[config.mk]
export PLATFORM = sky130hd
export DESIGN_NAME = seq_alu_flat
export DESIGN_NICKNAME = d
export VERILOG_FILES = /design/src/rtl/alu_pkg.sv /design/src/rtl/seq_alu_if.sv /design/src/rtl/mul_shift_add.sv /design/src/rtl/seq_alu.sv /design/src/flat_wrapper.sv
export SDC_FILE = /design/constraint.sdc
export NUM_CORES = 1
export LEC_CHECK = 0
export CORE_ASPECT_RATIO = 1.4
export CORE_MARGIN = 2
export CORE_UTILIZATION = 30
export CTS_BUF_LIST = sky130_fd_sc_hd__clkbuf_8 sky130_fd_sc_hd__clkbuf_16
export DETAILED_ROUTE_END_ITERATION = 16
export HOLD_SLACK_MARGIN = 0.03
export PLACE_DENSITY_LB_ADDON = 0.1
export SYNTH_ARGS = -nofsm -noshare
export SYNTH_HDL_FRONTEND = slang
export SYNTH_HIERARCHICAL = 1
export SYNTH_SLANG_ARGS = --single-unit
[constraint.sdc]
create_clock -name clk -period 2.95 [get_ports clk]
set_input_delay 0.295 -clock clk [delete_from_list [all_inputs] [get_ports clk]]
set_output_delay 0.295 -clock clk [all_outputs]
set_load 0.1 [all_outputs]
[src/rtl/alu_pkg.sv]
`default_nettype none
// ============================================================================
// Module      : alu_pkg
// Description : Shared opcodes, FSM state encodings and status-flag bit
//               positions for the sequential ALU.
// Revision    : 1.0 - initial release
// ============================================================================
package alu_pkg;

  // Opcode encoding; 9..15 are undefined and complete as a zero result
  typedef enum logic [3:0] {
    OP_ADD = 4'd0,
    OP_SUB = 4'd1,
    OP_AND = 4'd2,
    OP_OR  = 4'd3,
    OP_XOR = 4'd4,
    OP_SLT = 4'd5,
    OP_SHL = 4'd6,
    OP_SHR = 4'd7,
    OP_MUL = 4'd8
  } op_e;

  // Control FSM states
  typedef enum logic [1:0] {
    ST_IDLE = 2'd0,
    ST_MUL  = 2'd1,
    ST_HOLD = 2'd2
  } state_e;

  // Bit positions inside the registered flag vector
  localparam int NUM_FLAGS  = 3;
  localparam int FLAG_OVF   = 0;
  localparam int FLAG_CARRY = 1;
  localparam int FLAG_ZERO  = 2;

  // True for the only multi-cycle opcode
  function automatic logic is_mul_op(input logic [3:0] op);
    return op == OP_MUL;
  endfunction

endpackage
`default_nettype wire

[src/rtl/seq_alu_if.sv]
`default_nettype none
// ============================================================================
// Module      : seq_alu_if
// Description : Request/response handshake bundle of the sequential ALU.
//               master = producer/consumer side, slave = ALU side.
// Revision    : 1.0 - initial release
// ============================================================================
interface seq_alu_if #(
  parameter int WIDTH = 8
);

  logic             in_valid;
  logic             in_ready;
  logic [3:0]       op;
  logic [WIDTH-1:0] rs;
  logic [WIDTH-1:0] rt;
  logic             out_valid;
  logic             out_ready;
  logic [WIDTH-1:0] r;
  logic [WIDTH-1:0] r_hi;
  logic             zero;
  logic             carry;
  logic             ovf;

  modport master (
    output in_valid, op, rs, rt, out_ready,
    input  in_ready, out_valid, r, r_hi, zero, carry, ovf
  );

  modport slave (
    input  in_valid, op, rs, rt, out_ready,
    output in_ready, out_valid, r, r_hi, zero, carry, ovf
  );

endinterface
`default_nettype wire

[src/rtl/mul_shift_add.sv]
`default_nettype none
// ============================================================================
// Module      : mul_shift_add
// Description : Unsigned iterative shift-add multiplier. Operands load on
//               start; exactly WIDTH iterations follow, after which done
//               pulses for one cycle and product holds the full result.
// Revision    : 1.0 - initial release
// ============================================================================
module mul_shift_add #(
  parameter int WIDTH = 8
) (
  input  wire logic               clk,
  input  wire logic               rst_n,
  input  wire logic               start,
  input  wire logic [WIDTH-1:0]   a,
  input  wire logic [WIDTH-1:0]   b,
  output logic                    busy,
  output logic                    done,
  output logic [2*WIDTH-1:0]      product
);

  localparam int CW = $clog2(WIDTH);

  logic [2*WIDTH-1:0] mcand;
  logic [WIDTH-1:0]   mplr;
  logic [2*WIDTH-1:0] acc;
  logic [CW-1:0]      count;
  logic [2*WIDTH-1:0] acc_next;

  // Add the shifted multiplicand when the current multiplier bit is set
  assign acc_next = mplr[0] ? (acc + mcand) : acc;

  // Load on start, then one multiplier bit per cycle for WIDTH cycles
  always_ff @(posedge clk) begin
    if (!rst_n) begin
      mcand   <= '0;
      mplr    <= '0;
      acc     <= '0;
      count   <= '0;
      busy    <= 1'b0;
      done    <= 1'b0;
      product <= '0;
    end else begin
      done <= 1'b0;
      if (start) begin
        mcand <= {{WIDTH{1'b0}}, a};
        mplr  <= b;
        acc   <= '0;
        count <= '0;
        busy  <= 1'b1;
      end else if (busy) begin
        acc   <= acc_next;
        mcand <= mcand << 1;
        mplr  <= mplr >> 1;
        count <= count + CW'(1);
        if (count == CW'(WIDTH - 1)) begin
          busy    <= 1'b0;
          done    <= 1'b1;
          product <= acc_next;
        end
      end
    end
  end

endmodule
`default_nettype wire

[src/rtl/seq_alu.sv]
`default_nettype none
// ============================================================================
// Module      : seq_alu
// Description : Sequential ALU with valid/ready handshake. Single-cycle ops
//               are computed combinationally and registered into the output
//               stage; MUL runs on the iterative shift-add sub-module.
// Revision    : 1.0 - initial release
// ============================================================================
module seq_alu
  import alu_pkg::*;
#(
  parameter int WIDTH = 8,
  parameter int SHW   = $clog2(WIDTH)
) (
  input  wire logic clk,
  input  wire logic rst_n,
  seq_alu_if.slave  bus
);

  state_e                 state;
  logic                   out_valid_q;
  logic [WIDTH-1:0]       r_q;
  logic [WIDTH-1:0]       r_hi_q;
  logic [NUM_FLAGS-1:0]   flags_q;

  logic                   in_ready;
  logic                   accept;
  logic                   mul_start;
  logic                   mul_busy;
  logic                   mul_done;
  logic [2*WIDTH-1:0]     mul_product;

  logic [WIDTH:0]         sum;
  logic [WIDTH:0]         diff;
  logic [WIDTH-1:0]       alu_r;
  logic                   alu_carry;
  logic                   alu_ovf;
  logic [NUM_FLAGS-1:0]   alu_flags;
  logic [NUM_FLAGS-1:0]   mul_flags;

  // A held result that is being drained this cycle frees the output stage,
  // so HOLD can hand off to a new accept on the same edge as IDLE does.
  assign in_ready  = (state != ST_MUL) && !mul_busy && (!out_valid_q || bus.out_ready);
  assign accept    = bus.in_valid && in_ready;
  assign mul_start = accept && is_mul_op(bus.op);

  assign sum  = {1'b0, bus.rs} + {1'b0, bus.rt};
  assign diff = {1'b0, bus.rs} - {1'b0, bus.rt};

  // Single-cycle datapath; undefined opcodes fall through to a zero result
  always_comb begin
    alu_r     = '0;
    alu_carry = 1'b0;
    alu_ovf   = 1'b0;
    case (bus.op)
      OP_ADD: begin
        alu_r     = sum[WIDTH-1:0];
        alu_carry = sum[WIDTH];
        alu_ovf   = (bus.rs[WIDTH-1] == bus.rt[WIDTH-1]) &&
                    (sum[WIDTH-1] != bus.rs[WIDTH-1]);
      end
      OP_SUB: begin
        alu_r     = diff[WIDTH-1:0];
        alu_carry = diff[WIDTH];
        alu_ovf   = (bus.rs[WIDTH-1] != bus.rt[WIDTH-1]) &&
                    (diff[WIDTH-1] != bus.rs[WIDTH-1]);
      end
      OP_AND: alu_r = bus.rs & bus.rt;
      OP_OR:  alu_r = bus.rs | bus.rt;
      OP_XOR: alu_r = bus.rs ^ bus.rt;
      OP_SLT: alu_r = {{(WIDTH-1){1'b0}}, ($signed(bus.rs) < $signed(bus.rt))};
      OP_SHL: alu_r = bus.rs << bus.rt[SHW-1:0];
      OP_SHR: alu_r = bus.rs >> bus.rt[SHW-1:0];
      default: alu_r = '0;
    endcase
    alu_flags             = '0;
    alu_flags[FLAG_ZERO]  = (alu_r == '0);
    alu_flags[FLAG_CARRY] = alu_carry;
    alu_flags[FLAG_OVF]   = alu_ovf;
  end

  // MUL flags look at the full product, not just the low half
  always_comb begin
    mul_flags             = '0;
    mul_flags[FLAG_ZERO]  = (mul_product == '0);
    mul_flags[FLAG_OVF]   = |mul_product[2*WIDTH-1:WIDTH];
  end

  mul_shift_add #(
    .WIDTH (WIDTH)
  ) u_mul (
    .clk     (clk),
    .rst_n   (rst_n),
    .start   (mul_start),
    .a       (bus.rs),
    .b       (bus.rt),
    .busy    (mul_busy),
    .done    (mul_done),
    .product (mul_product)
  );

  // Control FSM and output stage; reset wins over accept and out_ready
  always_ff @(posedge clk) begin
    if (!rst_n) begin
      state       <= ST_IDLE;
      out_valid_q <= 1'b0;
      r_q         <= '0;
      r_hi_q      <= '0;
      flags_q     <= '0;
    end else begin
      case (state)
        ST_IDLE, ST_HOLD: begin
          if (state == ST_HOLD && bus.out_ready) begin
            out_valid_q <= 1'b0;
            state       <= ST_IDLE;
          end
          if (accept) begin
            if (is_mul_op(bus.op)) begin
              state       <= ST_MUL;
              out_valid_q <= 1'b0;
            end else begin
              state       <= ST_HOLD;
              out_valid_q <= 1'b1;
              r_q         <= alu_r;
              r_hi_q      <= '0;
              flags_q     <= alu_flags;
            end
          end
        end
        ST_MUL: begin
          if (mul_done) begin
            state       <= ST_HOLD;
            out_valid_q <= 1'b1;
            r_q         <= mul_product[WIDTH-1:0];
            r_hi_q      <= mul_product[2*WIDTH-1:WIDTH];
            flags_q     <= mul_flags;
          end
        end
        default: begin
          state       <= ST_IDLE;
          out_valid_q <= 1'b0;
        end
      endcase
    end
  end

  assign bus.in_ready  = in_ready;
  assign bus.out_valid = out_valid_q;
  assign bus.r         = r_q;
  assign bus.r_hi      = r_hi_q;
  assign bus.zero      = flags_q[FLAG_ZERO];
  assign bus.carry     = flags_q[FLAG_CARRY];
  assign bus.ovf       = flags_q[FLAG_OVF];

endmodule
`default_nettype wire

[src/flat_wrapper.sv]
// flat-port wrapper written by rule: the top's interface ports become plain ports
module seq_alu_flat import alu_pkg::*;
#(
  parameter int WIDTH = 8,
  parameter int SHW   = $clog2(WIDTH)
)
  (clk, rst_n, bus_in_valid, bus_op, bus_rs, bus_rt, bus_out_ready, bus_in_ready, bus_out_valid, bus_r, bus_r_hi, bus_zero, bus_carry, bus_ovf);
  seq_alu_if #(.WIDTH(WIDTH)) bus_i ();
  input  wire logic clk;
  input  wire logic rst_n;
  input wire logic [$bits(bus_i.in_valid)-1:0] bus_in_valid;
  input wire logic [$bits(bus_i.op)-1:0] bus_op;
  input wire logic [$bits(bus_i.rs)-1:0] bus_rs;
  input wire logic [$bits(bus_i.rt)-1:0] bus_rt;
  input wire logic [$bits(bus_i.out_ready)-1:0] bus_out_ready;
  output wire logic [$bits(bus_i.in_ready)-1:0] bus_in_ready;
  output wire logic [$bits(bus_i.out_valid)-1:0] bus_out_valid;
  output wire logic [$bits(bus_i.r)-1:0] bus_r;
  output wire logic [$bits(bus_i.r_hi)-1:0] bus_r_hi;
  output wire logic [$bits(bus_i.zero)-1:0] bus_zero;
  output wire logic [$bits(bus_i.carry)-1:0] bus_carry;
  output wire logic [$bits(bus_i.ovf)-1:0] bus_ovf;
  assign bus_i.in_valid = bus_in_valid;
  assign bus_i.op = bus_op;
  assign bus_i.rs = bus_rs;
  assign bus_i.rt = bus_rt;
  assign bus_i.out_ready = bus_out_ready;
  assign bus_in_ready = bus_i.in_ready;
  assign bus_out_valid = bus_i.out_valid;
  assign bus_r = bus_i.r;
  assign bus_r_hi = bus_i.r_hi;
  assign bus_zero = bus_i.zero;
  assign bus_carry = bus_i.carry;
  assign bus_ovf = bus_i.ovf;
  seq_alu #(.WIDTH(WIDTH), .SHW(SHW)) u_core (.clk(clk), .rst_n(rst_n), .bus(bus_i));
endmodule
==> results.toml <==
[clocking]
cts_tree = "done"
cts.sinks = 82
holdBufCountCts = 0
cts_buffers = 9
clock-root-buffer = "clkbuf_16"
post_cts.repair.setup_buffers = 0
htree_levels = 3
post_cts_resize_count = 0
clock_latency_ps = 350
cts.reportedPaths.clkPinSlew_ps = 70
clk_path_buf_depth = 2

[worst_setup_path]
endpoint_kind = "flop"
critPathMaxStageDelay_ps = 560
worstSetupStartpointType = "primary input"
cp.required_ps = 3190
worstPathMaxFanout = 18
worstPathArrival_ps = 2960
r2r_cells = 8
crit_slowest_cell = "mux4_2"
crit_chain = "clkdlybuf4s50_1 -> buf_4 -> mux4_2 -> nand3_1 -> nand4_1 -> nor4b_1 -> buf_4 -> a211oi_1 -> a21oi_1 -> nor2b_1"
critPathKind = "primary input to flop"
path_common_cell = "buf_4"

[placed_design]
gp_congestion = 0.932
hpwl_mm = 15.5
port_buffers = 44
post-place-ws_ps = -121

[yosys]
syn_nets = 817
synth_flop_cell = "dfxtp_1"
synthTopCellsByArea = "dfxtp_1 27%, ha_1 9.0%, mux2i_1 7.3%"
synth_edf_count = 0
synth-async-reset-ratio_pct = 0
synth_largest_area_cell = "dfxtp_1"
syn_area_sq_um = 6130
ys.warnings.count = 6
synth_cell_types = 75
ys_top_cells_by_count = "95 x nor2_1, 82 x dfxtp_1, 60 x a21oi_1, 46 x nand2_1, 45 x mux2i_1"
ys_ff_latch = 82
synth_most_common_cell = "nor2_1"
seq_area_frac_synth_pct = 26.8
syn-instance-count = 746
avgSynthCellArea_sq_um = 8.21
synth_top_area_share_pct = 26.8

[floorplanning]
io_pins = 45
rows = 61
die_width_microns = 125
die_h_microns = 173
start_util_pct = 30.8
core_area_sq_um = 19900
die_area_sq_um = 21600

[sta]
setup_viol = 0
hold_violations = 0
setup_slack_ps = 233
period_needed_ps = 2720
max_slew_margin_pct = 19.8
maxSlewViolCount = 0
worst_pin_slew_ps = 1200
skew_ps = 11.6
rsz0062_at_grt = "no"
fmax_mhz = 368
fin_crit_sh_pct = 92.1

[global_route]
grt_antenna_before_repair = 0
grt_pass1_vias = 5870
grt-ovfl-total = 0
grt_max_degree = 41
grt_pass1_wl_mm = 31.8
groute.usage.overall_pct = 18.3

[routing]
ant_nets = 0
drt-initial-drc-count = 349
first_pass_iters = 4
drcViolationCount = 0
routed_wl_mm = 19.5
drt-vias-per-instance = 5.39
via_count = 5773
wl_per_cell_microns = 18.2

[status]
outcome = "completed"

[cells_and_area]
syn_to_final_growth_pct = 21.9
antenna_cells = 0
fillers = 2071
drive_gt1_share_pct = 15.7
nets = 886

[min_path]
hold_class = "flop to flop"
worstHoldPathCells = 2

[power]
p_leak_nw = 3.17
power_density_nw_per_um2 = 403
total_power_mw = 3.01
irDropWorstVdd_mv = 0.258

[flow_run]
drv_cap = 0
-- kinds of logic (layout without fill, tap and decap cells) --
family                   count (synthesis)  in the layout  share of synthesized area, %
AND/OR/NAND/NOR                        268            268                          22.7
multiplexers                            56             56                          11.4
adder cells (fa/ha/maj)                 47             47                          9.96
XOR/XNOR                                14             14                          2.00
buffers and inverters                   82            156                          5.33
AO/OA/AOI/OAI                          197            197                          21.9
flip-flops                              82             82                          26.8
-- layout make-up --
| class | count | area [sq um] | share of cell area (%) |
|---|---|---|---|
| tap | 252 | 315 | 4.22 |
| inverter | 30 | 113 | 1.51 |
| timing repair buffer | 110 | 883 | 11.8 |
| clock buffer | 10 | 239 | 3.20 |
| multi-input combinational | 582 | 4180 | 56.0 |
| sequential | 82 | 1640 | 22.0 |
| clock inverter | 6 | 90.1 | 1.21 |
-- registers in the layout (all words and copies together) (netlist names) --
register / cells
u_core/u_mul/busy: 1
u_core/flags_q: 3
u_core/bus.r_hi: 8
u_core/u_mul/product: 16
u_core/u_mul/acc: 16
u_core/u_mul/done: 1
u_core/bus.r: 8
u_core/u_mul/mplr: 8
u_core/u_mul/mcand: 16
u_core/state: 2
u_core/u_mul/count: 3
-- path summary, 6_finish.rpt --
check / slack [ps] / startpoint / end
worst max-delay path: 230 / bus_rt[0] / u_core/bus.r[4]
worst min-delay path: 470 / u_core/flags_q[1] / u_core/flags_q[1]
worst max register to register: 370 / u_core/state[0] / u_core/u_mul/product[2]
worst min register to register: 470 / u_core/flags_q[1] / u_core/flags_q[1]
-- metal layers --
metal  part of all wire [%]  up-vias  global-route usage (%)
li1                       -     2867                       -
met1                     45     2773                    23.2
met2                     50      110                    31.8
met3                    3.0       23                    2.63
met4                    1.8        0                    5.81
met5                      0        -                       0
-- worst max-delay path: cells and delay by family --
kind                   cells  cell delay, ps
buffers and inverters      3            1000
AND/OR/NAND/NOR            4             850
AO/OA/AOI/OAI              2             230
multiplexers               1             560
-- layout by cell type, fill, tap and decap left out, types with 5 or more instances in the layout --
master | Yosys | layout
and3_1 | 14 | 14
o21ai_0 | 25 | 25
mux2i_1 | 45 | 45
nand2b_1 | 10 | 10
ha_1 | 44 | 44
mux4_2 | 11 | 11
and2_1 | 6 | 6
o211ai_1 | 7 | 7
nor2_1 | 95 | 95
a21o_1 | 15 | 15
a21oi_1 | 60 | 59
nor3_1 | 7 | 7
nand3b_1 | 11 | 11
a221oi_1 | 6 | 6
a211oi_1 | 23 | 23
a31oi_1 | 5 | 5
or3_1 | 5 | 5
nand3_1 | 18 | 18
xnor2_1 | 10 | 10
nor2b_1 | 16 | 16
a211o_1 | 6 | 6
dfxtp_1 | 82 | 80
buf_4 | 1 | 87
nor4_1 | 7 | 7
clkdlybuf4s50_1 | 0 | 23
inv_1 | 28 | 29
nand2_1 | 46 | 46
clkbuf_16 | 0 | 9
-- metrics by stage --
stage | hold WS [ps] | instance area [sq um] | utilization, % | setup TNS, ps | instances
floorplan | 434 | 6140 | - | 0 | 746
global placement | 452 | 7140 | 35.8 | -396 | 1056
detailed placement | 458 | 7140 | 35.8 | -411 | 1056
CTS | 467 | 7470 | 37.5 | 0 | 1072
global route | 474 | 7470 | 37.5 | 0 | 1072
finish | 468 | 7470 | 37.5 | 0 | 1072
-- power breakdown --
| group | switching [mW] | internal [mW] |
|---|---|---|
| logic | 0.383 | 0.257 |
| clock network | 0.473 | 0.768 |
| registers | 0.0106 | 1.12 |
| total | 0.866 | 2.15 |
Note: power is estimated with default switching activity, not from simulation.
